==> src/rtl/sd_join_pkg.sv <==
// Shared helpers for the sd_join_atomic join.
//   lane_lsb       : bit offset of lane 'lane' inside a packed join_cnt*width bus.
//   skew_cnt_width : width of the optional skew counter, $clog2(max_skew+1) clamped to 8..32.
package sd_join_pkg;

  function automatic int unsigned lane_lsb(input int unsigned lane, input int unsigned width);
    return lane * width;
  endfunction

  function automatic int unsigned skew_cnt_width(input int unsigned max_skew);
    longint unsigned span;
    int unsigned     w;
    // Widen before adding one so max_skew = 2^32-1 does not wrap.
    span = longint'(max_skew) + 64'd1;
    w    = $clog2(span);
    if (w < 8) w = 8;
    if (w > 32) w = 32;
    return w;
  endfunction

endpackage

==> src/rtl/sd_join_slot.sv <==
// One capture slot of the join: a held flag plus a data register.
// Ports:
//   clk_i, rst_ni  : clock, asynchronous active-low reset (clears held only)
//   capture_en_i   : producer handshake on this lane; loads data_i and sets held
//   release_i      : combined word consumed; clears held unless capturing this cycle
//   data_i         : producer data for this lane
//   held_o         : slot full
//   data_o         : captured data (not reset)
module sd_join_slot #(
  parameter int unsigned Width = 32
) (
  input  logic             clk_i,
  input  logic             rst_ni,
  input  logic             capture_en_i,
  input  logic             release_i,
  input  logic [Width-1:0] data_i,
  output logic             held_o,
  output logic [Width-1:0] data_o
);

  logic             held_q, held_d;
  logic [Width-1:0] slot_q;

  // Capture wins over release so a back-to-back word shows no bubble.
  always_comb begin
    held_d = held_q;
    if (capture_en_i) begin
      held_d = 1'b1;
    end else if (release_i) begin
      held_d = 1'b0;
    end
  end

  always_ff @(posedge clk_i or negedge rst_ni) begin
    if (!rst_ni) begin
      held_q <= 1'b0;
    end else begin
      held_q <= held_d;
    end
  end

  // Datapath register left unreset; its contents are meaningless while held_q is low.
  always_ff @(posedge clk_i) begin
    if (capture_en_i) begin
      slot_q <= data_i;
    end
  end

  assign held_o = held_q;
  assign data_o = slot_q;

endmodule

==> src/rtl/sd_join_atomic.sv <==
// sd_join_atomic: collects one item from each of join_cnt srdy/drdy producers and emits them
// as a single combined word. Every lane has a one-entry slot; the output fires only when all
// slots are full and all slots release in the same cycle.
// Ports:
//   clk, rst_n       : clock, asynchronous active-low reset
//   c_srdy / c_drdy  : per-producer valid / ready (join_cnt bits)
//   c_data           : producer data, lane i at [i*width +: width]
//   p_srdy / p_drdy  : combined word valid / consumer ready
//   p_data           : combined word, lane i holds slot i
//   skew_err         : sticky partial-fill timeout, only with `SD_JOIN_SKEW_CHK_EN defined
// Optional feature macro: SD_JOIN_SKEW_CHK_EN (skew counter + sticky skew_err).
module sd_join_atomic
  import sd_join_pkg::*;
#(
  parameter int unsigned join_cnt = 2,
  parameter int unsigned width    = 32,
  parameter int unsigned max_skew = 255
) (
  input  logic                      clk,
  input  logic                      rst_n,
  input  logic [join_cnt-1:0]       c_srdy,
  output logic [join_cnt-1:0]       c_drdy,
  input  logic [join_cnt*width-1:0] c_data,
  output logic                      p_srdy,
  input  logic                      p_drdy,
  output logic [join_cnt*width-1:0] p_data
`ifdef SD_JOIN_SKEW_CHK_EN
  ,
  output logic                      skew_err
`endif
);

  if (join_cnt < 2 || max_skew < 1) begin : g_param_err
    $error("sd_join_atomic: join_cnt must be >= 2 and max_skew >= 1");
  end

  logic [join_cnt-1:0] held;
  logic [join_cnt-1:0] capture_en;
  logic                fire;

  // p_srdy comes straight from the held flops; no path from c_srdy.
  assign p_srdy     = &held;
  assign fire       = p_srdy & p_drdy;
  // A full slot can accept again in the cycle it is released.
  assign c_drdy     = ~held | {join_cnt{fire}};
  assign capture_en = c_srdy & c_drdy;

  for (genvar g = 0; g < join_cnt; g++) begin : g_lane
    sd_join_slot #(
      .Width (width)
    ) u_slot (
      .clk_i        (clk),
      .rst_ni       (rst_n),
      .capture_en_i (capture_en[g]),
      .release_i    (fire),
      .data_i       (c_data[lane_lsb(g, width) +: width]),
      .held_o       (held[g]),
      .data_o       (p_data[lane_lsb(g, width) +: width])
    );
  end

`ifdef SD_JOIN_SKEW_CHK_EN
  localparam int unsigned CntW = skew_cnt_width(max_skew);
  localparam logic [CntW-1:0] MaxCnt = CntW'(max_skew);

  logic [CntW-1:0] cnt_q, cnt_d;
  logic            err_q, err_d;
  logic            partial;

  assign partial = (|held) & ~(&held);

  // Counter runs only while some but not all lanes are held; it saturates at max_skew.
  // The error flag latches on the edge where the counter lands on max_skew.
  always_comb begin
    cnt_d = cnt_q;
    if (!partial) begin
      cnt_d = '0;
    end else if (cnt_q != MaxCnt) begin
      cnt_d = cnt_q + 1'b1;
    end
    err_d = err_q | (cnt_d == MaxCnt);
  end

  always_ff @(posedge clk or negedge rst_n) begin
    if (!rst_n) begin
      cnt_q <= '0;
      err_q <= 1'b0;
    end else begin
      cnt_q <= cnt_d;
      err_q <= err_d;
    end
  end

  assign skew_err = err_q;
`endif

endmodule

==> config.mk <==
export PLATFORM = sky130hd
export DESIGN_NAME = sd_join_atomic
export DESIGN_NICKNAME = d
export VERILOG_FILES = /design/src/rtl/sd_join_pkg.sv /design/src/rtl/sd_join_slot.sv /design/src/rtl/sd_join_atomic.sv
export SDC_FILE = /design/constraint.sdc
export NUM_CORES = 1
export LEC_CHECK = 0
export CAP_MARGIN = 20
export CORE_MARGIN = 2
export CORE_UTILIZATION = 38
export CTS_CLUSTER_DIAMETER = 200
export DETAILED_ROUTE_END_ITERATION = 16
export PLACE_DENSITY = 0.91
export SLEW_MARGIN = 0
export SYNTH_ARGS = -nofsm -noshare
export SYNTH_HDL_FRONTEND = slang
export SYNTH_SLANG_ARGS = --single-unit
==> constraint.sdc <==
create_clock -name clk -period 7.1 [get_ports clk]
set_clock_uncertainty 0.05 [all_clocks]
set_input_delay 1.42 -clock clk [delete_from_list [all_inputs] [get_ports clk]]
set_output_delay 1.42 -clock clk [all_outputs]
set_load 0.05 [all_outputs]
# --- Word level (Yosys, flattened, before mapping) ---
# Index checks and enable logic that the tools add are counted.
classes:
  n_addsub: 0
  reduce_logical: 3
  n_shift: 0
  n_mul: 0
  div: 0
  muxes: 3
  n_lt_le_gt_ge: 0
  eq_ne: 0
  bitwise: 4
op_table:
  columns: ["op", "count"]
  rows:
  - ["$reduce_bool A2 Y1", 2]
  - ["$mux W1", 3]
  - ["$and A2 B2 Y2", 1]
  - ["$not A2 Y2", 1]
  - ["$or A2 B2 Y2", 1]
  - ["$reduce_and A2 Y1", 1]
  - ["$and A1 B1 Y1", 1]
word_totals:
  latchBits: 0
  rom_bits: 0
  ff_bits: 66
  wordCells: 14
  output_inout_bits: 67
  mem_bits_rw: 0
  memories: 0

# --- Longest topological paths before layout ---
# Gate-level depths: netlist (run 1).
logic_depth:
  word_depth: 5
  mapped_depth: 2
  ltp_nobuf: 2

# --- Modules after synthesis ---
# A second synthesis (run 1) with hierarchy kept.
hier_totals:
  hier_cells: 78
  hier_area_um2: 2049.5
modules_own_cells:
  columns: ["module", "area_each_um2", "instances", "cells_each", "seq_area_each_um2"]
  rows:
  - ["sd_join_slot", 997.2, 2, 35, 985.9]
  - ["sd_join_atomic", 55.1, 1, 8, 0.0]

# --- Least setup slack after synthesis (run 1) ---
# OpenSTA, ideal clock, no wires.
synth_path:
  path_kind: "input -> register"
  startpoint: "input p_drdy"
  endpoint: "register g_lane[0].u_slot.slot_q[0] (enable)"
  required_ns: 6.625
  path_buffers: 0
  cell_stages: 2
  arrival_time_ns: 2.928
  slack_ns: 3.697
  cell_sequence: "a21boi_2 -> nor2b_1"
synth_between:
  elab_chain_cells: 3
synth_rtl:
  columns: ["element", "line", "text"]
  rows:
  - ["start: declaration", "sd_join_atomic.sv:25", "input logic p_drdy,"]
  - ["$and A1 B1 Y1", "sd_join_atomic.sv:43", "assign fire = p_srdy & p_drdy;"]
  - ["$or A2 B2 Y2", "sd_join_atomic.sv:45", "assign c_drdy = ~held | {join_cnt{fire}};"]
  - ["$and A2 B2 Y2", "sd_join_atomic.sv:46", "assign capture_en = c_srdy & c_drdy;"]
  - ["net g_lane[0].u_slot.capture_en_i", "sd_join_slot.sv:14", "input logic capture_en_i,"]
  - ["end signal: assignment", "sd_join_slot.sv:45", "slot_q <= data_i;"]
  - ["end: declaration", "sd_join_slot.sv:22", "logic [Width-1:0] slot_q;"]
# The timed path passes the listed nets, and every way through them passes these cells.
# A chain may end at the register's enable or synchronous reset.

# --- Worst setup path in the final report (run 1) ---
layout_path:
  startpoint: "input p_drdy"
  endpoint: "output c_drdy[0]"
layout_between:
  elab_chain_cells: 2
layout_rtl:
  columns: ["element", "line", "text"]
  rows:
  - ["$and A1 B1 Y1", "sd_join_atomic.sv:43", null]
  - ["$or A2 B2 Y2", "sd_join_atomic.sv:45", null]
  - ["end: declaration", "sd_join_atomic.sv:22", "output logic [join_cnt-1:0] c_drdy,"]
# Every way passes these cells.

==> results of run 1 <==
==> cell usage after synthesis (all sizes together) <==
cell type / count / area share, %
a21boi: 2 / 1.1
and2: 1 / 0.31
dfrtp: 2 / 2.5
edfxtp: 64 / 95
inv: 2 / 0.37
nor2b: 2 / 0.62
or2: 2 / 0.62
==> cell usage in the layout, fill, tap and decap left out <==
| cell | n |
|---|---|
| edfxtp_1 | 64 |
| and2_1 | 1 |
| or2_1 | 2 |
| clkdlybuf4s50_1 | 135 |
| bufinv_16 | 1 |
| nor2b_2 | 2 |
| clkinv_2 | 2 |
| clkbuf_8 | 9 |
| clkinv_1 | 2 |
| a21boi_2 | 2 |
| inv_1 | 2 |
| buf_4 | 2 |
| dfrtp_1 | 2 |
==> cells by family after synthesis <==
logic type,after synthesis
and+or+nand+nor,5
AOI/OAI and AO/OA,2
DFF,66
buffers and inverters,2
==> where the power goes <==
part | internal (mW) | switching (mW) | total (mW)
Clock | 0.155 | 0.125 | 0.279
Sequential | 0.456 | 0.00661 | 0.462
Combinational | 0.0714 | 0.108 | 0.179
==> final cells by class <==
class,count,area share [%]
inverter,2,0.205
clock inverter,5,1.30
sequential,66,53.8
multi-input combinational,7,1.61
tap,70,2.39
clock buffer,9,3.38
timing repair buffer,137,37.3
==> metal layers <==
layer | GRT usage, % | up-vias | share of wire, %
li1 | - | 589 | -
met1 | 17.5 | 615 | 33
met2 | 33.3 | 71 | 58
met3 | 4.71 | 11 | 6.5
met5 | 0 | - | 0
met4 | 10.9 | 0 | 2.3
==> worst paths after layout <==
| path | from | endpoint | slack (ns) | depth (start not counted) |
|---|---|---|---|---|
| min | g_lane[1].u_slot.held_o | g_lane[0].u_slot.held_o | 0.67 | 2 |
| max in group asynchronous | rst_n | g_lane[1].u_slot.held_o | 5.67 | 1 |
| max | p_drdy | c_drdy[0] | 2.72 | 4 |
| max reg2reg | g_lane[0].u_slot.held_o | g_lane[0].u_slot.data_o[20] | 5.61 | 3 |
| min in group asynchronous | rst_n | g_lane[0].u_slot.held_o | 1.21 | 1 |
| min reg2reg | g_lane[1].u_slot.held_o | g_lane[0].u_slot.held_o | 0.67 | 2 |
==> registers in the layout (all words and copies together), names as in the netlist <==
signal,cells
g_lane.u_slot.held_o,2
g_lane.u_slot.data_o,64
==> worst max-delay path: cells and delay by family <==
kind | cells | cell delay [ns]
buf+inv | 3 | 1.40
compound gates | 1 | 0.09
==> metrics by stage <==
stage               instance area [sq um]  utilization [%]  instances  hold WS [ns]
global route                         3660             71.3        296         0.701
floorplan                            2030                -         75         0.593
detailed placement                   3490             67.9        282         0.668
finish                               3660             71.3        296         0.671
CTS                                  3660             71.3        296         0.680
global placement                     3490             67.9        282         0.629
==> summary.md, run 1 <==
| Metric | Value |
|---|---|
| Drt pass-1 iters | `4` |
| Most used cell, CP | `clkdlybuf4s50_1` |
| Layout cells sized above 1 | `7.96%` |
| DR WL/cell | `16.8 um` |
| Final setup fails | `0` |
| Pleak | `approximately 1.3 nW` |
| Fin. Hold Viols | `0` |
| PostCTS Resize Cnt | `0` |
| CP Capture Type | `output port` |
| Power per Cell Area | `251 nW/um^2` |
| Synthesis-to-layout area growth | `80.2%` |
| Register Area | `1970 sq um` |
| Period utilization | `roughly three fifths` |
| All-Layer GR Usage | `17.9%` |
| Final setup margin | `2.72 ns` |
| Die Footprint | `5950 sq um` |
| First-pass GRT wire length | `7740 um` |
| Synth Instances | `75` |
| Initial drt markers | `48` |
| Worst-path cell chain | `clkdlybuf4s50_1 -> a21boi_2 -> inv_1 -> clkdlybuf4s50_1` |
| Antenna cells | `0` |
| CTS tree | `done` |
| Peak VDD IR | `between 0.1 and 0.15 mV` |
| Post-Synth Simple-Gate Area | `under 10%` |
| Compound-gate portion of the synthesized area | `under 10%` |
| Hold Path Class | `flip-flop to flip-flop` |
| Seq/Total Area, Yosys | `97.0%` |
| Num Clock Sinks | `66` |
| Die H | `77.1 um` |
| XOR/XNOR share of the synthesized area | `0%` |
| Largest net degree at the start of global routing | `33` |
| Mapped Nets | `roughly 140` |
| FMAX | `228 MHz` |
| # IOs | `136` |
| Starting Density | `39.6%` |
| Core area | `5140 sq um` |
| Critical Path Fanout Max | `3` |
| HPWL Detailed | `3800 um` |
| Worst path max stage delay | `0.81 ns` |
| Crit path time final | `roughly 4.4 ns` |
| Hold Buf Count CTS | `0` |
| Post-Synth Adder-Cell Area | `0%` |
| Vias | `1286` |
| ANT nets after route | `0` |
| Worst-path clk slew | `about 0.060 ns` |
| Final WL | `4960 um` |
| Slew Limit Fails | `0` |
| Nets | `292` |
| Clock latency on the worst-skew pair | `approximately 0.32 ns` |
| Crit path arrival time | `2.91 ns` |
| Std cell rows | `26` |
| GR Overflow Total | `0` |
| Setup_tns | `0 ns` |
| Outcome | `finished clean` |
| FILL cells | `352` |
| Initial antenna violation count | `0` |
| Multi-input logic area | `58.8 sq um` |
| Synth Register Bits | `66` |
| MaxCap Viol Count | `0` |
| H-tree levels | `3` |
| Post-synthesis mux area share | `0%` |
| Post-Syn Area | `2030 sq um` |
| WS Path Type | `primary input to output port` |
| DP Worst Slack | `2.72 ns` |
| IO Port Bufs | `135` |
| Netlist cell types | `7` |
| RSZ-0062 raised after global routing | `false` |
| Synth warn | `0` |
| Residual DRC | `0` |
| Number of buffers created by CTS | `9` |
| Die Wd | `77.1 um` |
| Clock buffer depth | `2` |
| Crit-path slowest cell | `clkdlybuf4s50_1` |
| Root Driver | `clkbuf_8` |
| Vias per cell | `roughly 4.3` |
| Number of global-route vias before repair | `1444` |
| Slew headroom | `~64%` |
| Kind of launch point of the worst setup path | `primary input` |
| Avg Cell Area, Syn | `around 27 sq um` |
| Gpl congestion | `0.711` |
| WP data required | `5.63 ns` |
| Pwr Total | `921 uW` |
| Main combinational cell family by area after synthesis | `simple AND/OR/NAND/NOR gates` |
| Post-CTS Setup Bufs | `0` |
| Tightest Pin Transition | `~0.54 ns` |
Note: power is estimated with default switching activity, not from simulation.
==> run 2, diff against run 1 <==
Settings changed: CORE_UTILIZATION 38 to 32, PLACE_DENSITY 0.91 to 0.82.
Clock period 7.1 ns to 3.9 ns, I/O delays scaled along.
==> run 2 against run 1 <==
Compared with the run above:
- sequential power up 82%
- critical path type unchanged
- worst hold slack worse by 0.11 ns
- sequential share of layout area shrank 0.33 points
- largest cell class unchanged
- count of clock-buffer cells in the layout increased by 1
- core utilization fell by 12 points
- global-route usage fell by 5.3 points
- wire length fell by 13%
- worst setup slack worse by 1.9 ns
- via count decreased by 1.8%
- clock power grew 89%
- critical endpoint unchanged
- first-iteration DRC count is 23% lower
- die area increased by 18%
==> summary.md, run 2 (synthesis gave the netlist of run 1 again) <==
| Metric | Value |
|---|---|
| Num Clock Sinks | `66 (unchanged)` |
| Worst hold slack | `0.564 ns (-0.106 ns)` |
| Residual DRC | `0 (unchanged)` |
| Post-CTS Setup Bufs | `0 (unchanged)` |
| Drt pass-1 iters | `4 (unchanged)` |
| Slew Limit Fails | `0 (unchanged)` |
| Crit path time final | `~3 ns` |
| MaxCap Viol Count | `0 (unchanged)` |
| Clk pwr share | `31.2% (+0.9 points)` |
| Tightest Pin Transition | `0.529 ns (-0.0149 ns)` |
| Vias per cell | `4.14 (-4.7%)` |
| Max reg flops | `64 (unchanged)` |
| Final WL | `4300 um (-13%)` |
| Commonest cells after routing, fill and taps aside | `clkdlybuf4s50_1, edfxtp_1, clkbuf_8` |
| Period utilization | `78.7%` |
| Largest net degree at the start of global routing | `33 (unchanged)` |
| First-pass GRT wire length | `6570 um (-15%)` |
| Multi-input logic area | `58.8 sq um (unchanged)` |
| Root Driver | `clkbuf_8` |
| Nets | `292 (unchanged)` |
| Post-Layout Cell Count | `305 (+3.0%)` |
| H-tree levels | `3 (unchanged)` |
| Core area | `6240 sq um (+21%)` |
| Slew headroom | `64.6% (+1.0 points)` |
| Pleak | `1.29 nW (+0.47%)` |
| # IOs | `136 (unchanged)` |
| Die H | `83.7 um (+8.5%)` |
| Int Power | `1.25 mW (+83%)` |
| Register Area | `1970 sq um (unchanged)` |
| Hold Path Class | `primary input to asynchronous set/reset pin` |
| Antenna cells | `0 (unchanged)` |
| RSZ-0062 raised after global routing | `false` |
| CTS tree | `done` |
| Crit path arrival time | `2.24 ns (-0.67 ns)` |
| Crit-path slowest cell | `clkdlybuf4s50_1` |
| ANT nets after route | `0 (unchanged)` |
| Fin. Hold Viols | `0 (unchanged)` |
| DR WL/cell | `14.1 um (-16%)` |
| Sw Share | `26.0% (+0.028 points)` |
| Combinational share of power | `19.1% (-0.4 points)` |
| Worst path max stage delay | `0.79 ns (-0.02 ns)` |
| Number of global-route vias before repair | `1319 (-8.7%)` |
| Most common cell after layout, fill and taps aside | `clkdlybuf4s50_1` |
| All-Layer GR Usage | `12.6% (-5.3 points)` |
| FILL cells | `470 (+34%)` |
| Gpl congestion | `0.684 (-3.9%)` |
| Most used cell, CP | `clkdlybuf4s50_1` |
| Flop pwr share | `49.7% (-0.5 points)` |
| Number of buffers created by CTS | `9 (unchanged)` |
| Clock latency on the worst-skew pair | `0.32 ns (about the same)` |
| Layout cells sized above 1 | `9.21% (+1.2 points)` |
| Initial drt markers | `37 (-23%)` |
| Vias | `1263 (-1.8%)` |
| WS Path Type | `primary input to output port` |
| CP Capture Type | `output port` |
| Placed cell count | `289 (+2.5%)` |
| Net switching power | `439 uW (+84%)` |
| WP data required | `3.07 ns (-2.56 ns)` |
| Critical Path Fanout Max | `3 (unchanged)` |
| FMAX | `326 MHz` |
| Kind of launch point of the worst setup path | `primary input` |
| PostCTS Resize Cnt | `0 (unchanged)` |
| Power per Cell Area | `458 nW/um^2 (+82%)` |
| IO Port Bufs | `135 (unchanged)` |
| Std cell rows | `29 (+12%)` |
| Fin util | `59.1% (-12 points)` |
| Outcome | `finished clean` |
| Clock buffer depth | `2 (unchanged)` |
| Starting Density | `32.6% (-7.0 points)` |
| Die Footprint | `7010 sq um (+18%)` |
| Synthesis-to-layout area growth | `81.3%` |
| GR Overflow Total | `0 (unchanged)` |
| Final setup fails | `0 (unchanged)` |
| Setup_tns | `0 ns (unchanged)` |
| Die Wd | `83.7 um (+8.5%)` |
| HPWL Detailed | `3290 um (-14%)` |
| Initial antenna violation count | `0 (unchanged)` |
| Peak VDD IR | `0.239 mV (+62%)` |
| Worst-path clk slew | `0.07 ns (about the same)` |
| Worst-path cell chain | `clkdlybuf4s50_1 -> a21boi_2 -> inv_1 -> clkdlybuf4s50_1` |
| Hold Buf Count CTS | `0 (unchanged)` |
run 2: cell types whose count changed in the layout (fill, tap and decap cells not counted), sizes merged:
cell	delta
clkbuf	+1
clkinvlp	+1
run 2: final cells by class:
cell class | count | area share, %
Multi-Input combinational cell | 7 | 1.60
Sequential cell | 66 | 53.5
Inverter | 2 | 0.204
Timing Repair Buffer | 137 | 37.1
Clock buffer | 10 | 3.46
Tap cell | 77 | 2.61
Clock inverter | 6 | 1.56
run 2: power groups by stage:
stage	registers (mW)	clock network [mW]	logic, mW
detailed placement	0.856	0	0.325
finish	0.840	0.527	0.323
floorplan	0.993	0	0.0336
global route	0.843	0.584	0.335
CTS	0.841	0.548	0.326
global placement	0.854	0	0.320
run 2: per-layer routing:
metal | track usage, % | vias to the layer above | routed length, um | share of wire, %
met5 | 0 | - | 0 | 0
met4 | 5.72 | 0 | 55 | 1.3
met3 | 8.31 | 6 | 692 | 16
li1 | - | 590 | - | -
met1 | 13.6 | 566 | 1600 | 37
met2 | 19.2 | 101 | 1960 | 46
run 2: worst max-delay path, delay by kind of cell:
kind	cells	cell delay [ns]
buf+inv	3	1.36
compound gates	1	0.09
run 2: path summary, 6_finish.rpt:
kind | startpoint | endpoint | slack, ns | depth (start not counted)
max in group asynchronous | rst_n | g_lane[0].u_slot.held_o | 3.11 | 1
setup / recovery | p_drdy | c_drdy[0] | 0.83 | 4
hold reg to reg | g_lane[0].u_slot.held_o | g_lane[1].u_slot.held_o | 0.67 | 2
min in group clk | g_lane[0].u_slot.held_o | g_lane[1].u_slot.held_o | 0.67 | 2
hold / removal | rst_n | g_lane[1].u_slot.held_o | 0.56 | 1
setup reg to reg | g_lane[1].u_slot.held_o | g_lane[1].u_slot.data_o[5] | 2.43 | 3
run 2: per-stage QoR:
stage / worst slack [ns] / power [mW] / area (sq um)
after floorplan: 1.14 / 1.03 / 2030
after global placement: 0.852 / 1.17 / 3500
after detailed placement: 0.822 / 1.18 / 3500
after CTS: 0.822 / 1.71 / 3690
after global routing: 0.796 / 1.76 / 3690
final: 0.830 / 1.69 / 3690
==> run 3, diff against run 2 <==
Clock period 3.9 ns to 2.5 ns, I/O delays scaled along.
==> run 3 against run 2 <==
Compared with the run above:
- worst setup slack lost 0.52 ns
- sequential share of layout area shrank 0.13 points
- design area grew 0.24%
- sequential power grew 56%
- combinational power grew 59%
- register-to-register slack lost 1.4 ns
- critical path depth shrank 2
- first-iteration DRC count grew 65%
- clock power grew 50%
- wire length is essentially flat
- die area is the same
- largest power group unchanged
==> summary.md, run 3 (synthesis gave the netlist of run 1 again) <==
| Metric | Value |
|---|---|
| Crit path depth | `2 (-2)` |
| Fin util | `59.2% (+0.14 points)` |
| Clock latency on the worst-skew pair | `0.33 ns (about the same)` |
| Vias | `1274 (+0.87%)` |
| R2R depth | `3 (unchanged)` |
| Reg2reg setup slack | `1.04 ns (-1.39 ns)` |
| Die Wd | `83.7 um (unchanged)` |
| Num Clock Sinks | `66 (unchanged)` |
| FMAX | `approximately 460 MHz` |
| Power per Cell Area | `708 nW/um^2 (+54%)` |
| Residual DRC | `0 (unchanged)` |
| Layout cells sized above 1 | `8.37% (-0.84 points)` |
| All-Layer GR Usage | `12.7% (+0.15 points)` |
| Worst Setup SP | `g_lane[0].u_slot.held_o` |
| Worst-path clk slew | `0.07 ns (about the same)` |
| Final setup fails | `0 (unchanged)` |
| RSZ-0062 raised after global routing | `false` |
| Kind of launch point of the worst setup path | `flip-flop` |
| Pleak | `1.29 nW (+0.30%)` |
| Max reg flops | `64 (unchanged)` |
| IO Port Bufs | `135 (unchanged)` |
| H-tree levels | `3 (unchanged)` |
| Period utilization | `87.7%` |
| Initial antenna violation count | `0 (unchanged)` |
| Die H | `83.7 um (unchanged)` |
| DR WL/cell | `14.2 um (+0.35%)` |
| WP data required | `1.95 ns (-1.12 ns)` |
| Outcome | `finished clean` |
| Placed cell count | `289 (unchanged)` |
| Critical R2R Launch | `g_lane[1].u_slot.held_o` |
| Synthesis-to-layout area growth | `81.7%` |
| Post-placement cell area | `3520 sq um (+0.57%)` |
| Crit path arrival time | `1.64 ns (-0.60 ns)` |
| Slew headroom | `64.8% (+0.22 points)` |
| Post-Layout Cell Count | `304 (-0.33%)` |
| First-pass GRT wire length | `6600 um (+0.53%)` |
| Commonest cells after routing, fill and taps aside | `clkdlybuf4s50_1, edfxtp_1, clkbuf_8` |
| Crit-path slowest cell | `clkdlybuf4s50_1` |
| Die Footprint | `7010 sq um (unchanged)` |
| Post-CTS Setup Bufs | `0 (unchanged)` |
| Most common cell after layout, fill and taps aside | `clkdlybuf4s50_1` |
| MaxCap Viol Count | `0 (unchanged)` |
| Final setup margin | `0.308 ns (-0.521 ns)` |
| CTS tree | `done` |
| Root Driver | `clkbuf_8` |
| Fin. Hold Viols | `0 (unchanged)` |
| Starting Density | `32.6% (unchanged)` |
| Antenna cells | `0 (unchanged)` |
| Fin area | `3690 sq um (+0.24%)` |
| Initial drt markers | `61 (+65%)` |
| WS Path Type | `flip-flop to output port` |
| Setup_tns | `0 ns (unchanged)` |
| ANT nets after route | `0 (unchanged)` |
| Gpl congestion | `0.719 (+5.2%)` |
| Reg-to-reg endpoint | `g_lane[1].u_slot.data_o[13]` |
| Hold Path Class | `primary input to asynchronous set/reset pin` |
| Hold Buf Count CTS | `0 (unchanged)` |
| Clock buffer depth | `2 (unchanged)` |
| Std cell rows | `29 (unchanged)` |
| HPWL Detailed | `3290 um (about the same)` |
| Critical Path Fanout Max | `3 (unchanged)` |
| CP Capture Type | `output port` |
| DP Worst Slack | `0.478 ns (-0.344 ns)` |
| Worst Path Buf+Inv | `1 (-2)` |
| Core area | `6240 sq um (unchanged)` |
| Peak VDD IR | `0.382 mV (+60%)` |
| Slew Limit Fails | `0 (unchanged)` |
| Nets | `292 (unchanged)` |
| GR Overflow Total | `0 (unchanged)` |
| PostCTS Resize Cnt | `0 (unchanged)` |
| Final WL | `4310 um (about the same)` |
| Worst hold slack | `0.279 ns (-0.285 ns)` |
| Worst setup endpoint | `p_srdy` |
| Largest net degree at the start of global routing | `33 (unchanged)` |
| Worst-path cell chain | `and2_1 -> clkdlybuf4s50_1` |
| FILL cells | `479 (+1.9%)` |
| Number of buffers created by CTS | `9 (unchanged)` |
| Crit path time final | `2.19 ns` |
| Pwr Total | `2.62 mW (+55%)` |
| # IOs | `136 (unchanged)` |
| Tightest Pin Transition | `0.526 ns (-0.00323 ns)` |
| Critical path's top delay family | `buffers and inverters` |
| Drt pass-1 iters | `4 (unchanged)` |
| Number of global-route vias before repair | `1364 (+3.4%)` |
| Vias per cell | `4.19 (+1.2%)` |
| Worst path max stage delay | `0.79 ns (about the same)` |
run 3: cell count changes in the layout (fill, tap and decap cells not counted), sizes merged:
| cell | previous run | this run |
|---|---|---|
| clkdlybuf4s50 | 135 | 133 |
| buf | 2 | 4 |
| clkinvlp | 1 | 0 |
run 3: worst min-delay path by stage:
stage	startpoint	endpoint	slack, ns	depth (start not counted)
6_report	rst_n	g_lane[0].u_slot.held_o	0.28	1
5_1_grt	rst_n	g_lane[0].u_slot.held_o	0.25	1
4_1_cts	rst_n	g_lane[0].u_slot.held_o	0.26	1
3_5_place_dp	rst_n	g_lane[0].u_slot.held_o	0.63	1
3_3_place_gp	rst_n	g_lane[0].u_slot.held_o	0.62	1
2_1_floorplan	rst_n	g_lane[0].u_slot.held_o	0.15	0
run 3: area by class of cell:
type / instances / area (sq um) / share of cell area [%]
Multi-Input combinational cell: 7 / 58.8 / 1.59
Tap cell: 77 / 96.3 / 2.61
Sequential cell: 66 / 1970 / 53.4
Timing Repair Buffer: 137 / 1390 / 37.5
Clock buffer: 10 / 128 / 3.45
Clock inverter: 5 / 46.3 / 1.25
Inverter: 2 / 7.51 / 0.203
run 3: where the power goes:
group / internal (mW) / total [mW] / switching [mW] / leakage (nW)
combinational: 0.210 / 0.514 / 0.304 / 0.580
sequential: 1.29 / 1.31 / 0.0170 / 0.623
clock: 0.443 / 0.790 / 0.347 / 0.0886
total: 1.95 / 2.62 / 0.667 / 1.29
run 3: per-layer routing:
metal | up-vias | share of wire, % | track usage [%]
li1 | 589 | - | -
met1 | 569 | 38 | 14.8
met2 | 109 | 46 | 19.0
met3 | 7 | 14 | 7.22
met4 | 0 | 1.7 | 6.16
met5 | - | 0 | 0
